File: src/rtl/ym_timer_if.sv
`default_nettype none
// +--------------------------------------------------------------------------+
// | Module  : ym_timer_if                                                    |
// | Purpose : Register-file <-> timer unit bundle (loads, config, run        |
// |           pulses in; flags, status, nIRQ and overflow strobes out).      |
// | Revision: 1.0                                                            |
// +--------------------------------------------------------------------------+
interface ym_timer_if;
  logic [9:0] YMTIMER_TA_LOAD;
  logic [7:0] YMTIMER_TB_LOAD;
  logic [5:0] YMTIMER_CONFIG;
  logic       set_run_A;
  logic       clr_run_A;
  logic       set_run_B;
  logic       clr_run_B;
  logic       FLAG_A;
  logic       FLAG_B;
  logic [7:0] STATUS;
  logic       nIRQ;
  logic       TA_OVF;
  logic       TB_OVF;

  modport master (
    output YMTIMER_TA_LOAD, YMTIMER_TB_LOAD, YMTIMER_CONFIG,
    output set_run_A, clr_run_A, set_run_B, clr_run_B,
    input  FLAG_A, FLAG_B, STATUS, nIRQ, TA_OVF, TB_OVF
  );

  modport slave (
    input  YMTIMER_TA_LOAD, YMTIMER_TB_LOAD, YMTIMER_CONFIG,
    input  set_run_A, clr_run_A, set_run_B, clr_run_B,
    output FLAG_A, FLAG_B, STATUS, nIRQ, TA_OVF, TB_OVF
  );
endinterface
`default_nettype wire

File: src/rtl/ym_timer.sv
`default_nettype none
// +--------------------------------------------------------------------------+
// | Module  : ym_timer                                                       |
// | Purpose : YM2610 timers A (10-bit) and B (8-bit) with shared prescaler,  |
// |           overflow flags, status byte and nIRQ.                          |
// | Revision: 1.0                                                            |
// +--------------------------------------------------------------------------+
module ym_timer #(
  parameter int PRESCALE = 72,
  parameter int TB_DIV   = 16
) (
  input  logic      PHI_M,
  input  logic      nRESET,
  ym_timer_if.slave bus
);

  localparam int c_PS_W = (PRESCALE > 1) ? $clog2(PRESCALE) : 1;
  localparam int c_SD_W = (TB_DIV > 1) ? $clog2(TB_DIV) : 1;
  localparam logic [c_PS_W-1:0] c_PS_LAST = c_PS_W'(PRESCALE - 1);
  localparam logic [c_SD_W-1:0] c_SD_LAST = c_SD_W'(TB_DIV - 1);
  localparam logic [0:0] c_ST_STOP = 1'b0;
  localparam logic [0:0] c_ST_RUN  = 1'b1;

  logic [c_PS_W-1:0] r_ps;
  logic [c_SD_W-1:0] r_sd;
  logic              w_tick_a;
  logic              w_tick_b;

  logic [0:0] r_st_a, w_st_a_nxt;
  logic [0:0] r_st_b, w_st_b_nxt;
  logic       w_load_a, w_step_a, w_wrap_a;
  logic       w_load_b, w_step_b, w_wrap_b;
  logic [9:0] r_cnt_a;
  logic [7:0] r_cnt_b;
  logic       r_ta_ovf, r_tb_ovf;
  logic       r_flag_a, r_flag_b;
  logic       w_unused_cfg;

  assign w_unused_cfg = ^bus.YMTIMER_CONFIG[1:0];

  // Free-running time base, independent of whether either timer runs.
  assign w_tick_a = (r_ps == c_PS_LAST);
  assign w_tick_b = w_tick_a & (r_sd == c_SD_LAST);

  always_ff @(posedge PHI_M or negedge nRESET) begin
    if (!nRESET) begin
      r_ps <= '0;
      r_sd <= '0;
    end else begin
      r_ps <= w_tick_a ? '0 : r_ps + 1'b1;
      if (w_tick_a) begin
        r_sd <= (r_sd == c_SD_LAST) ? '0 : r_sd + 1'b1;
      end
    end
  end

  always_ff @(posedge PHI_M or negedge nRESET) begin
    if (!nRESET) begin
      r_st_a <= c_ST_STOP;
      r_st_b <= c_ST_STOP;
    end else begin
      r_st_a <= w_st_a_nxt;
      r_st_b <= w_st_b_nxt;
    end
  end

  // Stop takes priority over start; a start while running is ignored.
  always_comb begin
    w_st_a_nxt = r_st_a;
    w_st_b_nxt = r_st_b;
    if (bus.clr_run_A) begin
      w_st_a_nxt = c_ST_STOP;
    end else if ((r_st_a == c_ST_STOP) && bus.set_run_A) begin
      w_st_a_nxt = c_ST_RUN;
    end
    if (bus.clr_run_B) begin
      w_st_b_nxt = c_ST_STOP;
    end else if ((r_st_b == c_ST_STOP) && bus.set_run_B) begin
      w_st_b_nxt = c_ST_RUN;
    end
  end

  always_comb begin
    w_load_a = 1'b0;
    w_step_a = 1'b0;
    w_load_b = 1'b0;
    w_step_b = 1'b0;
    case (r_st_a)
      c_ST_STOP: w_load_a = bus.set_run_A & ~bus.clr_run_A;
      c_ST_RUN:  w_step_a = w_tick_a & ~bus.clr_run_A;
      default:   w_load_a = 1'b0;
    endcase
    case (r_st_b)
      c_ST_STOP: w_load_b = bus.set_run_B & ~bus.clr_run_B;
      c_ST_RUN:  w_step_b = w_tick_b & ~bus.clr_run_B;
      default:   w_load_b = 1'b0;
    endcase
  end

  assign w_wrap_a = w_step_a & (r_cnt_a == '1);
  assign w_wrap_b = w_step_b & (r_cnt_b == '1);

  always_ff @(posedge PHI_M or negedge nRESET) begin
    if (!nRESET) begin
      r_cnt_a  <= '0;
      r_cnt_b  <= '0;
      r_ta_ovf <= 1'b0;
      r_tb_ovf <= 1'b0;
    end else begin
      if (w_load_a || w_wrap_a) begin
        r_cnt_a <= bus.YMTIMER_TA_LOAD;
      end else if (w_step_a) begin
        r_cnt_a <= r_cnt_a + 1'b1;
      end
      if (w_load_b || w_wrap_b) begin
        r_cnt_b <= bus.YMTIMER_TB_LOAD;
      end else if (w_step_b) begin
        r_cnt_b <= r_cnt_b + 1'b1;
      end
      r_ta_ovf <= w_wrap_a;
      r_tb_ovf <= w_wrap_b;
    end
  end

  // A set from an overflow outranks a simultaneous clear so no event is lost.
  always_ff @(posedge PHI_M or negedge nRESET) begin
    if (!nRESET) begin
      r_flag_a <= 1'b0;
      r_flag_b <= 1'b0;
    end else begin
      if (w_wrap_a && bus.YMTIMER_CONFIG[2]) begin
        r_flag_a <= 1'b1;
      end else if (bus.YMTIMER_CONFIG[4]) begin
        r_flag_a <= 1'b0;
      end
      if (w_wrap_b && bus.YMTIMER_CONFIG[3]) begin
        r_flag_b <= 1'b1;
      end else if (bus.YMTIMER_CONFIG[5]) begin
        r_flag_b <= 1'b0;
      end
    end
  end

  assign bus.FLAG_A = r_flag_a;
  assign bus.FLAG_B = r_flag_b;
  assign bus.STATUS = {6'b000000, r_flag_b, r_flag_a};
  assign bus.nIRQ   = ~(r_flag_a | r_flag_b);
  assign bus.TA_OVF = r_ta_ovf;
  assign bus.TB_OVF = r_tb_ovf;

endmodule
`default_nettype wire

File: src/flat_wrapper.sv
// flat-port wrapper written by rule: the top's interface ports become plain ports
module ym_timer_flat 
#(
  parameter int PRESCALE = 72,
  parameter int TB_DIV   = 16
)
  (PHI_M, nRESET, bus_YMTIMER_TA_LOAD, bus_YMTIMER_TB_LOAD, bus_YMTIMER_CONFIG, bus_set_run_A, bus_clr_run_A, bus_set_run_B, bus_clr_run_B, bus_FLAG_A, bus_FLAG_B, bus_STATUS, bus_nIRQ, bus_TA_OVF, bus_TB_OVF);
  ym_timer_if bus_i ();
  input  logic PHI_M;
  input  logic nRESET;
  input wire logic [$bits(bus_i.YMTIMER_TA_LOAD)-1:0] bus_YMTIMER_TA_LOAD;
  input wire logic [$bits(bus_i.YMTIMER_TB_LOAD)-1:0] bus_YMTIMER_TB_LOAD;
  input wire logic [$bits(bus_i.YMTIMER_CONFIG)-1:0] bus_YMTIMER_CONFIG;
  input wire logic [$bits(bus_i.set_run_A)-1:0] bus_set_run_A;
  input wire logic [$bits(bus_i.clr_run_A)-1:0] bus_clr_run_A;
  input wire logic [$bits(bus_i.set_run_B)-1:0] bus_set_run_B;
  input wire logic [$bits(bus_i.clr_run_B)-1:0] bus_clr_run_B;
  output wire logic [$bits(bus_i.FLAG_A)-1:0] bus_FLAG_A;
  output wire logic [$bits(bus_i.FLAG_B)-1:0] bus_FLAG_B;
  output wire logic [$bits(bus_i.STATUS)-1:0] bus_STATUS;
  output wire logic [$bits(bus_i.nIRQ)-1:0] bus_nIRQ;
  output wire logic [$bits(bus_i.TA_OVF)-1:0] bus_TA_OVF;
  output wire logic [$bits(bus_i.TB_OVF)-1:0] bus_TB_OVF;
  assign bus_i.YMTIMER_TA_LOAD = bus_YMTIMER_TA_LOAD;
  assign bus_i.YMTIMER_TB_LOAD = bus_YMTIMER_TB_LOAD;
  assign bus_i.YMTIMER_CONFIG = bus_YMTIMER_CONFIG;
  assign bus_i.set_run_A = bus_set_run_A;
  assign bus_i.clr_run_A = bus_clr_run_A;
  assign bus_i.set_run_B = bus_set_run_B;
  assign bus_i.clr_run_B = bus_clr_run_B;
  assign bus_FLAG_A = bus_i.FLAG_A;
  assign bus_FLAG_B = bus_i.FLAG_B;
  assign bus_STATUS = bus_i.STATUS;
  assign bus_nIRQ = bus_i.nIRQ;
  assign bus_TA_OVF = bus_i.TA_OVF;
  assign bus_TB_OVF = bus_i.TB_OVF;
  ym_timer #(.PRESCALE(PRESCALE), .TB_DIV(TB_DIV)) u_core (.PHI_M(PHI_M), .nRESET(nRESET), .bus(bus_i));
endmodule
File: config.mk
export PLATFORM = sky130hd
export DESIGN_NAME = ym_timer_flat
export DESIGN_NICKNAME = d
export VERILOG_FILES = /design/src/rtl/ym_timer_if.sv /design/src/rtl/ym_timer.sv /design/src/flat_wrapper.sv
export SDC_FILE = /design/constraint.sdc
export NUM_CORES = 1
export LEC_CHECK = 0
export CAP_MARGIN = 20
export CORE_ASPECT_RATIO = 0.9
export CORE_MARGIN = 5
export CORE_UTILIZATION = 50
export DETAILED_ROUTE_END_ITERATION = 8
export PLACE_DENSITY = 0.75
export SLEW_MARGIN = 30
export SYNTH_ARGS = -nofsm -noshare
export SYNTH_HDL_FRONTEND = slang
export SYNTH_SLANG_ARGS = --single-unit
File: constraint.sdc
create_clock -name PHI_M -period 2.2 [get_ports PHI_M]
set_input_delay 0.22 -clock PHI_M [delete_from_list [all_inputs] [get_ports PHI_M]]
set_output_delay 0.22 -clock PHI_M [all_outputs]
set_load 0.005 [all_outputs]
==> impl_metrics.yaml, run 1 <==
pwr:
  pwr-share-comb_pct: 13.9
  p_leak_nw: 1.03
  intPower_mw: 1.19
  p_sw_uw: 417
  p_sw_share_pct: 25.9
  irDropWorstVdd_mv: 0.672
  p_per_area_nw_per_um2: 653
  clockPowerShare_pct: 37.9
  power_frac_seq_pct: 48.1
  total_power_mw: 1.61
floorplan:
  std_cell_rows: 21
  die_h_um: 70.2
  coreArea_um2: 3810
  die_area_um2: 5400
  initial_core_util_pct: 52.9
  die-width_um: 76.9
  ioPinCount: 43
route:
  firstDrtPassIters: 4
  drt_iter0_drc: 136
  drc: 0
  num_vias: 1689
  ant_nets: 0
  routedWlPerCell_um: 13.8
  via_per_inst: 5.69
  wl_um: 4090
critical_path:
  path_class: "reg -> reg"
  rrSetupSlack_ps: 270
  worstSetupStartpoint: "u_core.r_ps[0]"
  critPathRequiredTime_ps: 2390
  rr_endpoint: "u_core.r_cnt_a[8]"
  r2r-start: "u_core.r_ps[0]"
  arrival_ps: 2120
  critPathLaunchType: "register"
  crit_end: "u_core.r_cnt_a[8]"
  r2r_cells: 6
  path_max_fanout: 9
  cp-end-kind: "register"
logic_synthesis:
  ys.flop_type: "dfrtp_1"
  yosys-top-cells-area: "dfrtp_1 43%, nand3_1 4.5%, nand2_1 4.5%"
  synth-edff-count: 0
  yosys_warnings: 0
  yosysSeqAreaShare_pct: 43.5
  synth-seq-cells: 35
  yosysMostFrequentCell: "dfrtp_1"
  synth.distinct_cells: 56
  synth.cell_area_um2: 2010
  async_reset_ff_share_pct: 100
  synth.top_cells.by_count: "35 x dfrtp_1, 24 x nand2_1, 18 x nand3_1, 18 x nor2_1, 14 x o21ai_0"
  avgSynthCellArea_um2: 9.33
  netlist_instances: 216
  synth_top_area_share_pct: 43.5
  synth.largest_area_cell: "dfrtp_1"
final_layout:
  syn_to_final_growth_pct: 22.3
  nNetsFinal: 284
  drive_above_1_share_pct: 9.96
  fin_cells: 297
  stdcell_area_um2: 2460
  antenna_cells: 0
cts:
  clockRootBuffer: "clkbuf_8"
  htree_levels: 2
  clkTransAtPathRegs_ps: 70
  tritoncts: "yes"
  clkSinkCount: 35
  cts.path.max_buffers: 2
  postCtsSetupRepairBufs: 0
  ctsResizeCount: 0
  ctsHoldBuffers: 0
  cts_inserted_buffers: 5
  clock_latency_ps: 300
timing:
  period_needed_ps: 1930
  final.setup.tns_ps: 0
  setup_violations: 0
  rsz0062_at_grt: "no"
  fmaxAchievable_mhz: 518
  hold_violations: 0
  maxSlewViolCount: 0
  period_share_pct: 87.8
  fin_worst_skew_ps: 9.44
placed_design:
  port_buffers: 34
  dpl.cell_count: 289
  placed_area_um2: 2350
  place.gp.congestion: 0.855
  hpwl_um: 3000
grt:
  first_global_vias: 1529
  grt_use_total_pct: 15.9
  grt-ovfl-total: 0
  grt_pass1_wl_um: 6910
  grt_antenna_before_repair: 0
  grt_max_degree: 36
run_status:
  status: "complete, no violations"
flow_run:
  maxCapViolations: 0
hold_path:
  hold_path_class: "in -> async"
[metrics by stage]
| stage | utilization (%) | worst slack [ps] | hold WS [ps] |
|---|---|---|---|
| 6_report | 64.7 | 269 | 328 |
| 5_1_grt | 64.7 | 121 | 389 |
| 4_1_cts | 64.7 | 277 | 344 |
| 3_5_place_dp | 61.6 | 279 | 470 |
| 3_3_place_gp | 61.6 | 320 | 466 |
| 2_1_floorplan | - | 376 | -75.6 |
[state kept, by name, summed over array words and instances (netlist names)]
register / flops
u_core.bus.TA_OVF: 1
u_core.r_st_b: 1
u_core.r_st_a: 1
u_core.bus.FLAG_A: 1
u_core.r_ps: 7
u_core.r_cnt_a: 10
u_core.r_sd: 4
u_core.bus.FLAG_B: 1
u_core.bus.TB_OVF: 1
u_core.r_cnt_b: 8
[placed cells by master (no fill, tap or decap), types with 4 or more instances in the layout]
master,instances
a21oi_1,5
and3_1,6
buf_4,4
clkbuf_8,6
clkdlybuf4s50_1,34
conb_1,6
dfrtp_1,35
ha_1,4
inv_1,7
nand2_1,24
nand3_1,18
nand4_1,5
nor2_1,18
nor3_1,4
o21ai_0,14
[worst min path at each step]
stage | endpoint | slack [ps] | depth (start not counted)
after global routing | u_core.r_cnt_a[4] | 390 | 2
after CTS | u_core.r_cnt_a[3] | 340 | 2
final | u_core.r_cnt_a[1] | 330 | 2
after global placement | u_core.r_ps[0] | 470 | 1
after detailed placement | u_core.r_ps[0] | 470 | 1
after floorplan | u_core.bus.FLAG_A | -80 | 0
[worst max-delay path: stages, from the launching register on]
cell and delay, ps:
dfrtp_1 380, ha_1 260, and4bb_1 390, and3_4 310
nand3_1 110, a22o_1 210, a21o_1 170
[routing by layer]
layer / GRT usage (%) / wire [um] / vias to the layer above
met5: 0 / 0 / -
met4: 6.02 / 72 / 0
met3: 5.78 / 280 / 8
met2: 22.7 / 1750 / 48
met1: 22.0 / 1990 / 792
li1: - / - / 841
[area by class of cell]
cell class,instances,area (um2)
Tap cell,46,57.6
Inverter,7,26.3
Multi-Input combinational cell,163,1020
Clock inverter,2,35.0
Fill cell,340,1350
Timing Repair Buffer,38,370
Sequential cell,35,876
Clock buffer,6,82.6
[power groups by stage]
stage,logic (mW),registers [mW],clock network (mW)
2_1_floorplan,0.143,0.768,0
3_3_place_gp,0.221,0.784,0
3_5_place_dp,0.226,0.784,0
4_1_cts,0.227,0.772,0.622
5_1_grt,0.256,0.783,0.655
6_report,0.224,0.774,0.610
[cell families (layout without fill, tap and decap cells)]
logic type	count (synthesis)	in the layout	share of synthesized area, %
AND/OR/NAND/NOR	98	98	26.5
AO/OA/AOI/OAI	46	46	16.1
flip-flops	35	35	43.5
buffers and inverters	23	53	7.02
XOR/XNOR	6	6	2.61
adder cells (fa/ha/maj)	4	4	2.48
multiplexers	3	3	1.61
other	1	6	0.186
(Power assumes the default switching activity.)
==> run 2: changes to the inputs <==
--- a/config.mk
+++ b/config.mk
@@ -10,6 +10,7 @@
 export CORE_MARGIN = 5
 export CORE_UTILIZATION = 50
 export DETAILED_ROUTE_END_ITERATION = 8
+export HOLD_SLACK_MARGIN = 0.15
 export PLACE_DENSITY = 0.75
 export SLEW_MARGIN = 30
 export SYNTH_ARGS = -nofsm -noshare
==> results of run 2 <==
The final DEF is identical to that of run 1; final timing and power are the same.
==> run 3: changes to the inputs <==
--- a/config.mk
+++ b/config.mk
@@ -5,13 +5,15 @@
 export SDC_FILE = /design/constraint.sdc
 export NUM_CORES = 1
 export LEC_CHECK = 0
+export ABC_AREA = 0
 export CAP_MARGIN = 20
 export CORE_ASPECT_RATIO = 0.9
-export CORE_MARGIN = 5
+export CORE_MARGIN = 2
 export CORE_UTILIZATION = 50
 export DETAILED_ROUTE_END_ITERATION = 8
+export DONT_BUFFER_PORTS = 1
 export HOLD_SLACK_MARGIN = 0.15
-export PLACE_DENSITY = 0.75
+export PLACE_DENSITY = 0.61
 export SLEW_MARGIN = 30
 export SYNTH_ARGS = -nofsm -noshare
 export SYNTH_HDL_FRONTEND = slang
==> run 3 against run 2 <==
- combinational power fell by 4%
- hold slack got worse by 150 ps
- sequential share of layout area rose by 1.5 points
- global-route usage rose by 4.0 points
- flip-flop and latch count did not move
- die area fell by 16%
- design area fell by 4.1%
- count of clock-buffer cells in the layout rose by 1
- maximum frequency fell by 0.64%
- clock power fell by 27%
- setup slack got worse by 12 ps
- critical endpoint is now u_core.r_cnt_a[1]
- clock skew fell by 2.1 ps
==> impl_metrics.yaml, run 3 (same netlist as run 1, synthesis figures left out) <==
run_status:
  status: "complete, no violations"
pwr:
  p_per_area_nw_per_um2: 608
  p_leak_nw: 0.990
  irDropWorstVdd_mv: 0.312
  total_power_mw: 1.44
route:
  ant_nets: 0
  drc: 0
  firstDrtPassIters: 4
  drt_iter0_drc: 79
  via_per_inst: 5.67
  wl_um: 4140
  num_vias: 1640
  routedWlPerCell_um: 14.3
placed_design:
  hpwl_um: 2890
  port_buffers: 0
  place.gp.congestion: 0.803
  dpl.cell_count: 253
floorplan:
  std_cell_rows: 21
  ioPinCount: 43
  initial_core_util_pct: 53.2
  die_h_um: 64.2
  die-width_um: 70.9
  coreArea_um2: 3780
  die_area_um2: 4550
cts:
  clkSinkCount: 35
  clkTransAtPathRegs_ps: 70
  postCtsSetupRepairBufs: 0
  clock_latency_ps: 280
  clockRootBuffer: "clkbuf_8"
  cts.path.max_buffers: 2
  tritoncts: "yes"
  htree_levels: 2
  cts_inserted_buffers: 5
hold_path:
  hold_path_class: "in -> reg"
  holdCritStartpoint: "bus_YMTIMER_TA_LOAD[5]"
grt:
  grt_pass1_wl_um: 7210
  first_global_vias: 1593
  grt-ovfl-total: 0
  grt_max_degree: 36
  grt_use_total_pct: 19.9
  grt_antenna_before_repair: 0
final_layout:
  mostFrequentLayoutCell: "dfrtp_1"
  syn_to_final_growth_pct: 17.3
  antenna_cells: 0
  nNetsFinal: 276
  layout_common_cells: "35 x dfrtp_1, 27 x dlygate4sd3_1, 24 x nand2_1"
  regMostFlops: "u_core.r_cnt_a"
  largest_reg_flops: 10
  drive_above_1_share_pct: 9.05
  top_regs: "u_core.r_cnt_a x10, u_core.r_cnt_b x8, u_core.r_ps x7"
  fin_cells: 289
timing:
  hold_violations: 0
  tightest_slew_ps: 502
  setup_violations: 0
  maxSlewViolCount: 0
  period_needed_ps: 1940
  rsz0062_at_grt: "no"
  fmaxAchievable_mhz: 515
  period_share_pct: 88.3
  fin_worst_skew_ps: 7.35
  relSlewSlack_pct: 66.5
  final.setup.tns_ps: 0
flow_run:
  maxCapViolations: 0
critical_path:
  worstSetupStartpoint: "u_core.r_ps[0]"
  path_cells: "ha_1, and4bb_1, nand3_1, o21ai_2, inv_1, o22a_1"
  arrival_ps: 2110
  cpLargestDelayFamily: "simple AND/OR/NAND/NOR gates"
  critPathLaunchType: "register"
  cpMaxStageDelayCell: "dfrtp_1"
  crit_buf_inv: 1
  critPathRequiredTime_ps: 2370
  critPathMaxStageDelay_ps: 390
  cp-end-kind: "register"
  path_max_fanout: 8
  path_class: "reg -> reg"
  r2r-start: "u_core.r_ps[0]"
[run 3: stage by stage]
step	area, um2	hold slack (ps)	util [%]	setup slack [ps]
after CTS	2360	171	62.4	242
after global placement	1990	-74.7	52.6	304
after detailed placement	1990	-74.8	52.6	255
after floorplan	2030	-75.6	-	376
final	2360	180	62.4	257
after global routing	2360	191	62.4	12.7
[run 3: final timing paths]
path / to / slack (ps) / depth (start not counted)
max: u_core.r_cnt_a[1] / 260 / 6
min: u_core.r_cnt_a[5] / 180 / 2
max reg2reg: u_core.r_cnt_a[1] / 260 / 6
min reg2reg: u_core.r_ps[0] / 490 / 1
max in group asynchronous: u_core.r_cnt_b[1] / 1620 / 2
min in group asynchronous: u_core.bus.TA_OVF / 390 / 2
[run 3: layer usage]
layer | up-vias | global-route usage, % | routed length, um
met5 | - | 0 | 0
met3 | 2 | 4.10 | 189
li1 | 824 | - | -
met1 | 781 | 27.9 | 2040
met4 | 0 | 6.37 | 16
met2 | 33 | 31.0 | 1890
[run 3: final cells by class]
cell class	count	area, um2
multi-input combinational	163	1020
timing repair buffer	30	305
clock inverter	1	5.00
tap	46	57.6
inverter	7	26.3
sequential	35	876
fill	332	1420
clock buffer	7	76.3
[run 3: where the power goes]
group          leakage, nW  total, mW  internal, mW  switching, mW
clock network       0.0422      0.444         0.222          0.222
logic                0.519      0.216         0.114          0.102
registers            0.429      0.775         0.703         0.0714
[run 3: timing repair]
| item | in CTS | in global routing |
|---|---|---|
| hold buffers | 28 | 0 |
| endpoints found under the hold margin | 57 | 0 |
| resized for setup | 0 | 0 |
[run 3: worst register-to-register path: stages, from the launching register on]
cell and delay, ps:
dfrtp_1 390, ha_1 260, and4bb_1 370, nand3_1 200, o21ai_2 360, inv_1 70, o22a_1 190
